<file path="config.mk">
export PLATFORM = sky130hd
export DESIGN_NAME = secuenciador_teclado
export DESIGN_NICKNAME = d
export VERILOG_FILES = /design/src/rtl/secuenciador_teclado_pkg.sv /design/src/rtl/secuenciador_teclado_contador_timeout.sv /design/src/rtl/secuenciador_teclado.sv
export SDC_FILE = /design/constraint.sdc
export NUM_CORES = 1
export LEC_CHECK = 0
export ABC_AREA = 1
export BUFFER_PORTS_ARGS = -buffer_cell sky130_fd_sc_hd__buf_2
export CAP_MARGIN = 20
export CORE_UTILIZATION = 50
export DETAILED_ROUTE_END_ITERATION = 8
export MAX_ROUTING_LAYER = met4
export PLACE_DENSITY = 0.74
export SETUP_SLACK_MARGIN = 0.05
export SYNTH_ARGS = -nofsm -noshare
export SYNTH_HDL_FRONTEND = slang
export SYNTH_HIERARCHICAL = 1
export SYNTH_SLANG_ARGS = --single-unit
</file>
<file path="constraint.sdc">
create_clock -name Clk -period 1.89 [get_ports Clk]
set_input_delay 0.378 -clock Clk [delete_from_list [all_inputs] [get_ports Clk]]
set_output_delay 0.378 -clock Clk [all_outputs]
set_load 0.01 [all_outputs]
</file>
<file path="src/rtl/secuenciador_teclado_pkg.sv">
// Shared definitions for the keypad sequencer in front of the gate controller.
// Holds the sequencer state encoding, the BCD limit, default timing values,
// and small helpers used by the top-level FSM.
package secuenciador_teclado_pkg;

    typedef enum logic [2:0] {
        ST_IDLE   = 3'd0,
        ST_CAPT   = 3'd1,
        ST_ENVIO  = 3'd2,
        ST_ESPERA = 3'd3,
        ST_BLOQ   = 3'd4
    } estado_t;

    localparam logic [3:0] BCD_MAX     = 4'd9;
    localparam int         N_DIG_DEF   = 4;
    localparam int         T_INACT_DEF = 1000;
    localparam int         T_RESP_DEF  = 16;

    // A keypad code is a usable digit only in the BCD range 0..9.
    function automatic logic es_bcd(input logic [3:0] d);
        return (d <= BCD_MAX);
    endfunction

    // States in which the keypad is locked out (verdict pending or alarm).
    function automatic logic estado_ocupado(input estado_t s);
        logic r;
        case (s)
            ST_ENVIO:  r = 1'b1;
            ST_ESPERA: r = 1'b1;
            ST_BLOQ:   r = 1'b1;
            default:   r = 1'b0;
        endcase
        return r;
    endfunction

endpackage

</file>
<file path="src/rtl/secuenciador_teclado_contador_timeout.sv">
// Loadable down-counter shared by the inactivity and verdict timeouts.
// Ports:
//   clk, rst_n : clock and asynchronous active-low reset
//   cargar     : load 'valor' this cycle (has priority over decrementing)
//   valor      : reload value (cycles remaining minus one)
//   decr       : decrement by one, saturating at zero
//   expirado   : count has reached zero
module contador_timeout #(
    parameter int W = 10
) (
    input  logic         clk,
    input  logic         rst_n,
    input  logic         cargar,
    input  logic [W-1:0] valor,
    input  logic         decr,
    output logic         expirado
);

    logic [W-1:0] cuenta_r;

    // Count register: load wins, otherwise count down and stick at zero.
    always_ff @(posedge clk or negedge rst_n) begin
        if (!rst_n) begin
            cuenta_r <= {W{1'b0}};
        end else if (cargar) begin
            cuenta_r <= valor;
        end else if (decr && (cuenta_r != {W{1'b0}})) begin
            cuenta_r <= cuenta_r - W'(1);
        end else begin
            cuenta_r <= cuenta_r;
        end
    end

    assign expirado = (cuenta_r == {W{1'b0}});

endmodule

</file>
<file path="src/rtl/secuenciador_teclado.sv">
// Keypad sequencer: collects BCD digits, assembles the password, issues a
// one-cycle Enter to the gate controller and waits for its verdict.
// Ports:
//   Clk, Reset            : clock, asynchronous active-low reset
//   Tecla/TeclaVal        : digit code and its one-cycle strobe
//   TeclaEnt, TeclaBorr   : enter / clear key strobes
//   Abrir, AlrmInt        : controller verdict (accepted / wrong password)
//   AlrmCom               : controller alarm, forces the blocked state
//   Clave                 : assembled password, first digit in the top nibble
//   Enter                 : one-cycle strobe to the controller
//   Digitos               : number of digits captured so far
//   Rechazo               : one-cycle pulse when a key or entry is rejected
//   Ocupado               : keypad locked (verdict pending or alarm)
module secuenciador_teclado
    import secuenciador_teclado_pkg::*;
#(
    parameter int N_DIG   = N_DIG_DEF,
    parameter int T_INACT = T_INACT_DEF,
    parameter int T_RESP  = T_RESP_DEF
) (
    input  logic               Clk,
    input  logic               Reset,
    input  logic [3:0]         Tecla,
    input  logic               TeclaVal,
    input  logic               TeclaEnt,
    input  logic               TeclaBorr,
    input  logic               Abrir,
    input  logic               AlrmInt,
    input  logic               AlrmCom,
    output logic [4*N_DIG-1:0] Clave,
    output logic               Enter,
    output logic [2:0]         Digitos,
    output logic               Rechazo,
    output logic               Ocupado
);

    localparam int CW    = 4 * N_DIG;
    localparam int T_MAX = (T_INACT > T_RESP) ? T_INACT : T_RESP;
    localparam int TW    = $clog2(T_MAX + 1);
    // Timer is loaded with N-1 so that expiry is seen on the N-th idle cycle.
    localparam logic [TW-1:0] CARGA_INACT = TW'(T_INACT - 1);
    localparam logic [TW-1:0] CARGA_RESP  = TW'(T_RESP - 1);
    localparam logic [2:0]    DIG_LLENO   = 3'(N_DIG);

    estado_t         estado_r,  estado_s;
    logic [CW-1:0]   clave_r,   clave_s;
    logic [2:0]      digitos_r, digitos_s;
    logic            enter_r,   enter_s;
    logic            rechazo_r, rechazo_s;
    logic            ocupado_r, ocupado_s;
    logic            tmr_cargar_s;
    logic            tmr_decr_s;
    logic [TW-1:0]   tmr_valor_s;
    logic            tmr_exp_s;
    logic            digito_ok_s;

    assign digito_ok_s = TeclaVal & es_bcd(Tecla);

    contador_timeout #(
        .W (TW)
    ) u_timeout (
        .clk      (Clk),
        .rst_n    (Reset),
        .cargar   (tmr_cargar_s),
        .valor    (tmr_valor_s),
        .decr     (tmr_decr_s),
        .expirado (tmr_exp_s)
    );

    // Next-state, datapath and output decode; the alarm overrides everything.
    always_comb begin
        estado_s     = estado_r;
        clave_s      = clave_r;
        digitos_s    = digitos_r;
        enter_s      = 1'b0;
        rechazo_s    = 1'b0;
        tmr_cargar_s = 1'b0;
        tmr_decr_s   = 1'b0;
        tmr_valor_s  = CARGA_INACT;

        if (AlrmCom) begin
            estado_s  = ST_BLOQ;
            clave_s   = {CW{1'b0}};
            digitos_s = 3'd0;
        end else begin
            case (estado_r)
                ST_IDLE: begin
                    // Clear is a no-op here; Enter with nothing typed is refused.
                    if (TeclaBorr) begin
                        estado_s = ST_IDLE;
                    end else if (TeclaEnt) begin
                        rechazo_s = 1'b1;
                    end else if (TeclaVal) begin
                        if (digito_ok_s) begin
                            clave_s      = {clave_r[CW-5:0], Tecla};
                            digitos_s    = 3'd1;
                            estado_s     = ST_CAPT;
                            tmr_cargar_s = 1'b1;
                            tmr_valor_s  = CARGA_INACT;
                        end else begin
                            rechazo_s = 1'b1;
                        end
                    end else begin
                        estado_s = ST_IDLE;
                    end
                end
                ST_CAPT: begin
                    if (TeclaBorr) begin
                        clave_s   = {CW{1'b0}};
                        digitos_s = 3'd0;
                        estado_s  = ST_IDLE;
                    end else if (TeclaEnt) begin
                        if (digitos_r == DIG_LLENO) begin
                            estado_s = ST_ENVIO;
                            enter_s  = 1'b1;
                        end else begin
                            rechazo_s = 1'b1;
                            clave_s   = {CW{1'b0}};
                            digitos_s = 3'd0;
                            estado_s  = ST_IDLE;
                        end
                    end else if (digito_ok_s && (digitos_r != DIG_LLENO)) begin
                        clave_s      = {clave_r[CW-5:0], Tecla};
                        digitos_s    = digitos_r + 3'd1;
                        tmr_cargar_s = 1'b1;
                        tmr_valor_s  = CARGA_INACT;
                    end else begin
                        // No accepted key: a refused digit still counts as idle time.
                        rechazo_s = TeclaVal;
                        if (tmr_exp_s) begin
                            rechazo_s = 1'b1;
                            clave_s   = {CW{1'b0}};
                            digitos_s = 3'd0;
                            estado_s  = ST_IDLE;
                        end else begin
                            tmr_decr_s = 1'b1;
                        end
                    end
                end
                ST_ENVIO: begin
                    estado_s     = ST_ESPERA;
                    tmr_cargar_s = 1'b1;
                    tmr_valor_s  = CARGA_RESP;
                end
                ST_ESPERA: begin
                    // Both verdict lines at once still end the attempt normally.
                    if (Abrir || AlrmInt) begin
                        clave_s   = {CW{1'b0}};
                        digitos_s = 3'd0;
                        estado_s  = ST_IDLE;
                    end else if (tmr_exp_s) begin
                        rechazo_s = 1'b1;
                        clave_s   = {CW{1'b0}};
                        digitos_s = 3'd0;
                        estado_s  = ST_IDLE;
                    end else begin
                        tmr_decr_s = 1'b1;
                    end
                end
                ST_BLOQ: begin
                    clave_s   = {CW{1'b0}};
                    digitos_s = 3'd0;
                    estado_s  = ST_IDLE;
                end
                default: begin
                    clave_s   = {CW{1'b0}};
                    digitos_s = 3'd0;
                    estado_s  = ST_IDLE;
                end
            endcase
        end

        ocupado_s = estado_ocupado(estado_s);
    end

    // State and registered outputs.
    always_ff @(posedge Clk or negedge Reset) begin
        if (!Reset) begin
            estado_r  <= ST_IDLE;
            clave_r   <= {CW{1'b0}};
            digitos_r <= 3'd0;
            enter_r   <= 1'b0;
            rechazo_r <= 1'b0;
            ocupado_r <= 1'b0;
        end else begin
            estado_r  <= estado_s;
            clave_r   <= clave_s;
            digitos_r <= digitos_s;
            enter_r   <= enter_s;
            rechazo_r <= rechazo_s;
            ocupado_r <= ocupado_s;
        end
    end

    assign Clave   = clave_r;
    assign Enter   = enter_r;
    assign Digitos = digitos_r;
    assign Rechazo = rechazo_r;
    assign Ocupado = ocupado_r;

endmodule

</file>
==> qor.csv, run 1 <==
stage,metric,value,unit
setup_path,Worst Path Max Fanout,6,
routing,DRT iter0 DRCs,197,
min_path,hold depth,1,
placement,Port-buffer cells,33,
sta,Hold WS,324,ps
logic_synthesis,Post-synth EDFFs,0,
die,die area,4900,sq um
routing,DRC Markers,0,
setup_path,Critical Path Sink Type,register,
logic_synthesis,Netlist cell types,27,
layout,final core utilization,0.678,
clocking,CTS clock-pin slew for the worst setup and hold paths,70,ps
die,io pins,34,
logic_synthesis,Yosys top cell area share,0.379,
min_path,HP Class,input port to register,
setup_path,Startpoint Class,register,
global_routing,largest net degree at the start of global routing,18,
sta,Worst Clk Skew,8.63,ps
layout,diode count,0,
die,FP Rows,24,
clocking,Clock Tree Root,clkbuf_8,
routing,via/cell ratio,4.93,
power_and_ir_drop,Pwr Density,735,nW/um^2
clocking,H-tree depth,2,
layout,Fill cells,391,
logic_synthesis,Async SR Flop Fraction,1.00,
global_routing,initial antenna violation count,0,
clocking,clock latency on the worst-skew pair,290,ps
global_routing,first-pass GRT wire length,9170,um
layout,Layout Nets,427,
setup_path,critical path class,register to register,
logic_synthesis,Mapped Cells,341,
global_routing,overall routing resource usage,0.240,
placement,placed instance area,2760,sq um
logic_synthesis,prevailing post-synth register cell,dfrtp_1,
layout,Synth-to-Final Area Change,29.4,%
logic_synthesis,register area share after synthesis,0.379,
die,chip width,70.0,um
die,CORE AREA,4410,sq um
sta,fmax,549,MHz
layout,design area,2990,sq um
die,die height,70.0,um
layout,layout cell share with drive strength beyond 1,0.318,
placement,RePlAce Congestion,0.903,
global_routing,grt ovf,0,
routing,via count,2286,
sta,Pins Over Slew Limit,0,
sta,final hold violation count,0,
routing,drt total wl,5660,um
routing,post-route ant nets,0,
logic_synthesis,synth cell count leaders,"159 x nand2_1, 35 x dfrtp_1, 30 x inv_1",
power_and_ir_drop,Leak Pwr,1.70,nW
setup_path,reg2reg path depth,14,
clocking,CTS buffer count,5,
die,Initial Util,0.524,
logic_synthesis,Yosys warnings,6,
placement,HPWL Detailed,3970,um
setup_path,WP data required,2080,ps
power_and_ir_drop,Tot Pwr,2.20,mW
logic_synthesis,"top cells by area, synth","dfrtp_1 38%, nand2_1 26%, inv_1 4.9%",
logic_synthesis,Netlist Area Pre-Place,2310,sq um
setup_path,WP data arrival,2010,ps
sta,crit path time final,1820,ps
routing,drt first pass iters,4,
run_status,outcome,finished clean,
sta,RSZ-0062 raised after global routing,true,
logic_synthesis,Yosys top cell by area,dfrtp_1,
sta,Final period util,0.964,
routing,Routed WL per cell,12.2,um
clocking,clock buffer depth,2,
job,max-cap violation count,0,
logic_synthesis,Yosys reg bits,35,
clocking,CTS tree,yes,
power_and_ir_drop,Max IR drop VDD,440,uV
global_routing,vias in the first global route,2073,
logic_synthesis,syn avg cell area,6.78,sq um
logic_synthesis,most numerous cell in the Yosys netlist,nand2_1,
sta,"Setup violations, final",0,
clocking,clock sink total,35,
[critical path: stages, from the launching register on]
cell	delay [ps]
dfrtp_1	400
inv_2	80
ha_4	150
nand2_4	60
nor2_4	120
nand2_2	80
nor2_4	150
inv_2	60
nand3_2	90
a21oi_2	70
nand2_2	130
nand2_4	90
buf_12	140
nand2_2	50
o21ai_2	50
[path summary, 6_finish.rpt]
kind                                    endpoint  slack [ps]                   from
max reg2reg                u_timeout/cuenta_r[0]          70  u_timeout/cuenta_r[0]
max                        u_timeout/cuenta_r[0]          70  u_timeout/cuenta_r[0]
min                                  estado_r[2]         320                AlrmCom
min in group asynchronous  u_timeout/cuenta_r[2]         500                  Reset
min reg2reg                            Clave[15]         510              Clave[15]
max in group asynchronous               Clave[8]         900                  Reset
[layout by cell type (no fill, tap or decap), types with 2 or more instances in the layout]
master,synthesis,routed
o21ai_0,10,10
nand2_2,16,16
nand3_1,18,16
o21ai_2,6,6
buf_2,1,33
inv_1,30,24
nand3_2,0,2
clkbuf_8,0,6
nor2_4,4,6
nor2_2,2,3
inv_2,3,8
buf_12,1,4
nor2_1,22,19
conb_1,2,4
nand4_1,5,5
dfrtp_2,0,2
nand2_1,159,157
nand3b_1,3,3
buf_4,1,30
nor3_1,2,2
nand2_4,2,5
dfrtp_1,35,33
a21oi_1,5,4
[layout make-up]
cell class	instances	area [sq um]	area share
repair buffers	69	492	0.164
inverters	33	126	0.0422
multi-input cells	268	1340	0.449
clock inverters	1	5.00	0.00167
clock buffers	6	82.6	0.0276
well taps	52	65.1	0.0217
flip-flops and latches	35	878	0.294
[repair_timing]
item | 4_1_cts | 5_1_grt
buffers inserted | 2 | 5
resized for setup | 4 | 13
pin swaps | 3 | 11
setup endpoints to repair | 25 | 30
endpoints found under the hold margin | 10 | 0
hold buffers | 1 | 0
gates cloned | 1 | 1
[report_power, final]
| group | internal [mW] | leakage (nW) | switching [mW] | total [mW] |
|---|---|---|---|---|
| combinational | 0.335 | 1.19 | 0.425 | 0.760 |
| clock | 0.286 | 0.0470 | 0.269 | 0.555 |
| sequential | 0.824 | 0.462 | 0.0577 | 0.882 |
| total | 1.45 | 1.70 | 0.752 | 2.20 |
[stage by stage]
stage / setup TNS [ps] / setup WS, ps / instances
after detailed placement: -66.9 / -24.9 / 447
after floorplan: 0 / 51.6 / 343
after global routing: -19.5 / -7.95 / 464
after CTS: 0 / 58.8 / 458
final: 0 / 67.1 / 464
after global placement: 0 / 1.52 / 447
[routing by layer]
metal / part of all wire / vias to the layer above / track usage
li1: - / 1197 / -
met1: 0.48 / 1035 / 0.316
met2: 0.47 / 47 / 0.369
met3: 0.034 / 7 / 0.0375
met4: 0.014 / 0 / 0.0978
met5: 0 / - / -
[cell families after synthesis]
group	share of synthesized area
adder cells (fa/ha/maj)	0.0162
flip-flops	0.379
buffers and inverters	0.0904
AND/OR/NAND/NOR	0.448
AO/OA/AOI/OAI	0.0633
other	0.00325
[registers in the layout (all words and copies together) (netlist names)]
register and cells:
Clave 16, Ocupado 1, Enter 1, Digitos 3
u_timeout/cuenta_r 10, estado_r 3, Rechazo 1
Note: power is estimated with default switching activity, not from simulation.
==> run 2: changes to the inputs <==
BUFFER_PORTS_ARGS = -buffer_cell sky130_fd_sc_hd__clkbuf_2   (was -buffer_cell sky130_fd_sc_hd__buf_2)
CORE_ASPECT_RATIO = 0.5   (was default)
==> qor.csv, run 2 (synthesis results as in run 1) <==
stage,metric,value,unit
sta,RSZ-0062 raised after global routing,true,
setup_path,Startpoint Class,register,
power_and_ir_drop,Leak Pwr,1.70,nW
sta,"Setup violations, final",0,
clocking,CTS buffer count,5,
setup_path,WP data arrival,1950,ps
sta,crit path time final,1780,ps
layout,Synth-to-Final Area Change,33.8,%
layout,design area,3090,sq um
setup_path,critical path class,register to register,
die,io pins,34,
layout,diode count,0,
die,FP Rows,17,
die,Initial Util,0.523,
layout,final cell count without fillers,471,
setup_path,Critical Path Sink Type,register,
clocking,CTS clock-pin slew for the worst setup and hold paths,70,ps
clocking,clock buffer depth,2,
placement,placed instance area,2720,sq um
routing,Routed WL per cell,12.8,um
setup_path,Worst Setup SP,Digitos[0],
sta,Pins Over Slew Limit,0,
global_routing,grt ovf,0,
clocking,Hold Buf Count CTS,0,
placement,RePlAce Congestion,0.940,
placement,placed cell count,450,
sta,Slew @ Worst Pin,511,ps
routing,drt total wl,6050,um
run_status,outcome,finished clean,
sta,fmax,560,MHz
routing,DRC Markers,0,
global_routing,largest net degree at the start of global routing,19,
routing,DRT iter0 DRCs,120,
clocking,H-tree depth,2,
layout,layout cell share with drive strength beyond 1,0.343,
routing,via count,2381,
clocking,clock latency on the worst-skew pair,280,ps
die,die height,50.1,um
sta,final hold violation count,0,
global_routing,first-pass GRT wire length,9470,um
layout,"most common cell after layout, fill and taps aside",nand2_1,
global_routing,initial antenna violation count,0,
placement,Port-buffer cells,33,
job,max-cap violation count,0,
routing,drt first pass iters,6,
power_and_ir_drop,Max IR drop VDD,421,uV
layout,max reg flops,16,
die,die area,4920,sq um
sta,Slew headroom,0.659,
clocking,CTS tree,yes,
setup_path,WP data required,2060,ps
sta,Worst Clk Skew,4.68,ps
clocking,clock sink total,35,
global_routing,vias in the first global route,2186,
min_path,HP Class,input port to asynchronous set/reset pin,
die,CORE AREA,4420,sq um
die,chip width,98.2,um
setup_path,Worst Path Max Fanout,6,
layout,"commonest non-fill, non-tap cells in the layout","151 x nand2_1, 33 x clkbuf_2, 32 x dfrtp_1",
clocking,Clock Tree Root,clkbuf_8,
placement,HPWL Detailed,3980,um
setup_path,Reg2Reg Launch Point,Digitos[0],
global_routing,overall routing resource usage,0.255,
power_and_ir_drop,Pwr Density,719,nW/um^2
routing,via/cell ratio,5.06,
layout,Layout Nets,428,
routing,post-route ant nets,0,
layout,Fill cells,359,
sta,Final period util,0.944,
run 2: changes by cell type in the layout (fill, tap and decap cells not counted), moves of 3 or more:
cell,previous run,this run
nand2_1,157,151
buf_6,1,4
nand2_2,16,22
buf_2,33,1
clkbuf_2,0,33
nand2_8,1,4
run 2: worst max-delay path, cell delays in order, from the launching register on:
cell and delay [ps]:
dfrtp_2 410, inv_1 100, ha_4 150, nand2_4 50, nand3_4 100, inv_2 50
nand2_2 80, a31oi_4 120, buf_6 160, a21oi_1 110, o21ai_1 90, o22ai_1 190
nor2_1 60
run 2: stage by stage:
step                setup TNS (ps)  worst slack, ps  hold WS [ps]   util  total power, mW
floorplan                        0             51.6          82.4      -             1.31
global placement                 0             39.5           354  0.615             1.54
detailed placement           -22.9            -18.6           368  0.615             1.57
CTS                              0             44.5          57.6  0.646             2.17
global route                 -6.27            -6.27          86.1  0.699             2.36
finish                           0              106          53.0  0.699             2.22
run 2: timing repair:
| item | in CTS | in global routing |
|---|---|---|
| cloned | 1 | 3 |
| resized for setup | 3 | 36 |
| setup endpoints to repair | 4 | 29 |
| hold endpoints to repair | 0 | 0 |
| setup buffers | 1 | 8 |
| pin swaps | 4 | 16 |
run 2: path summary, 6_finish.rpt:
check | end | slack (ps) | depth (start not counted)
min in group Clk | estado_r[2] | 380 | 1
hold / removal | Rechazo | 50 | 1
setup reg to reg | u_timeout/cuenta_r[2] | 110 | 12
hold reg to reg | Digitos[1] | 510 | 2
setup / recovery | u_timeout/cuenta_r[2] | 110 | 12
max in group asynchronous | estado_r[1] | 1350 | 2
run 2: layout make-up:
cell class	count	area, sq um	share of cell area
timing repair buffer	69	485	0.157
clock buffer	8	100	0.0324
inverter	33	126	0.0409
tap	57	71.3	0.0231
sequential	35	880	0.284
multi-input combinational	269	1430	0.462
run 2: layer usage:
| layer | routed length, um | GRT usage |
|---|---|---|
| met1 | 2660 | 0.285 |
| met3 | 239 | 0.0496 |
| met4 | 134 | 0.0945 |
| met5 | 0 | - |
| met2 | 3020 | 0.460 |
run 2: report_power, final:
group	total, mW	internal, mW	switching, mW
logic	0.734	0.329	0.405
registers	0.891	0.824	0.0666
clock network	0.598	0.333	0.266
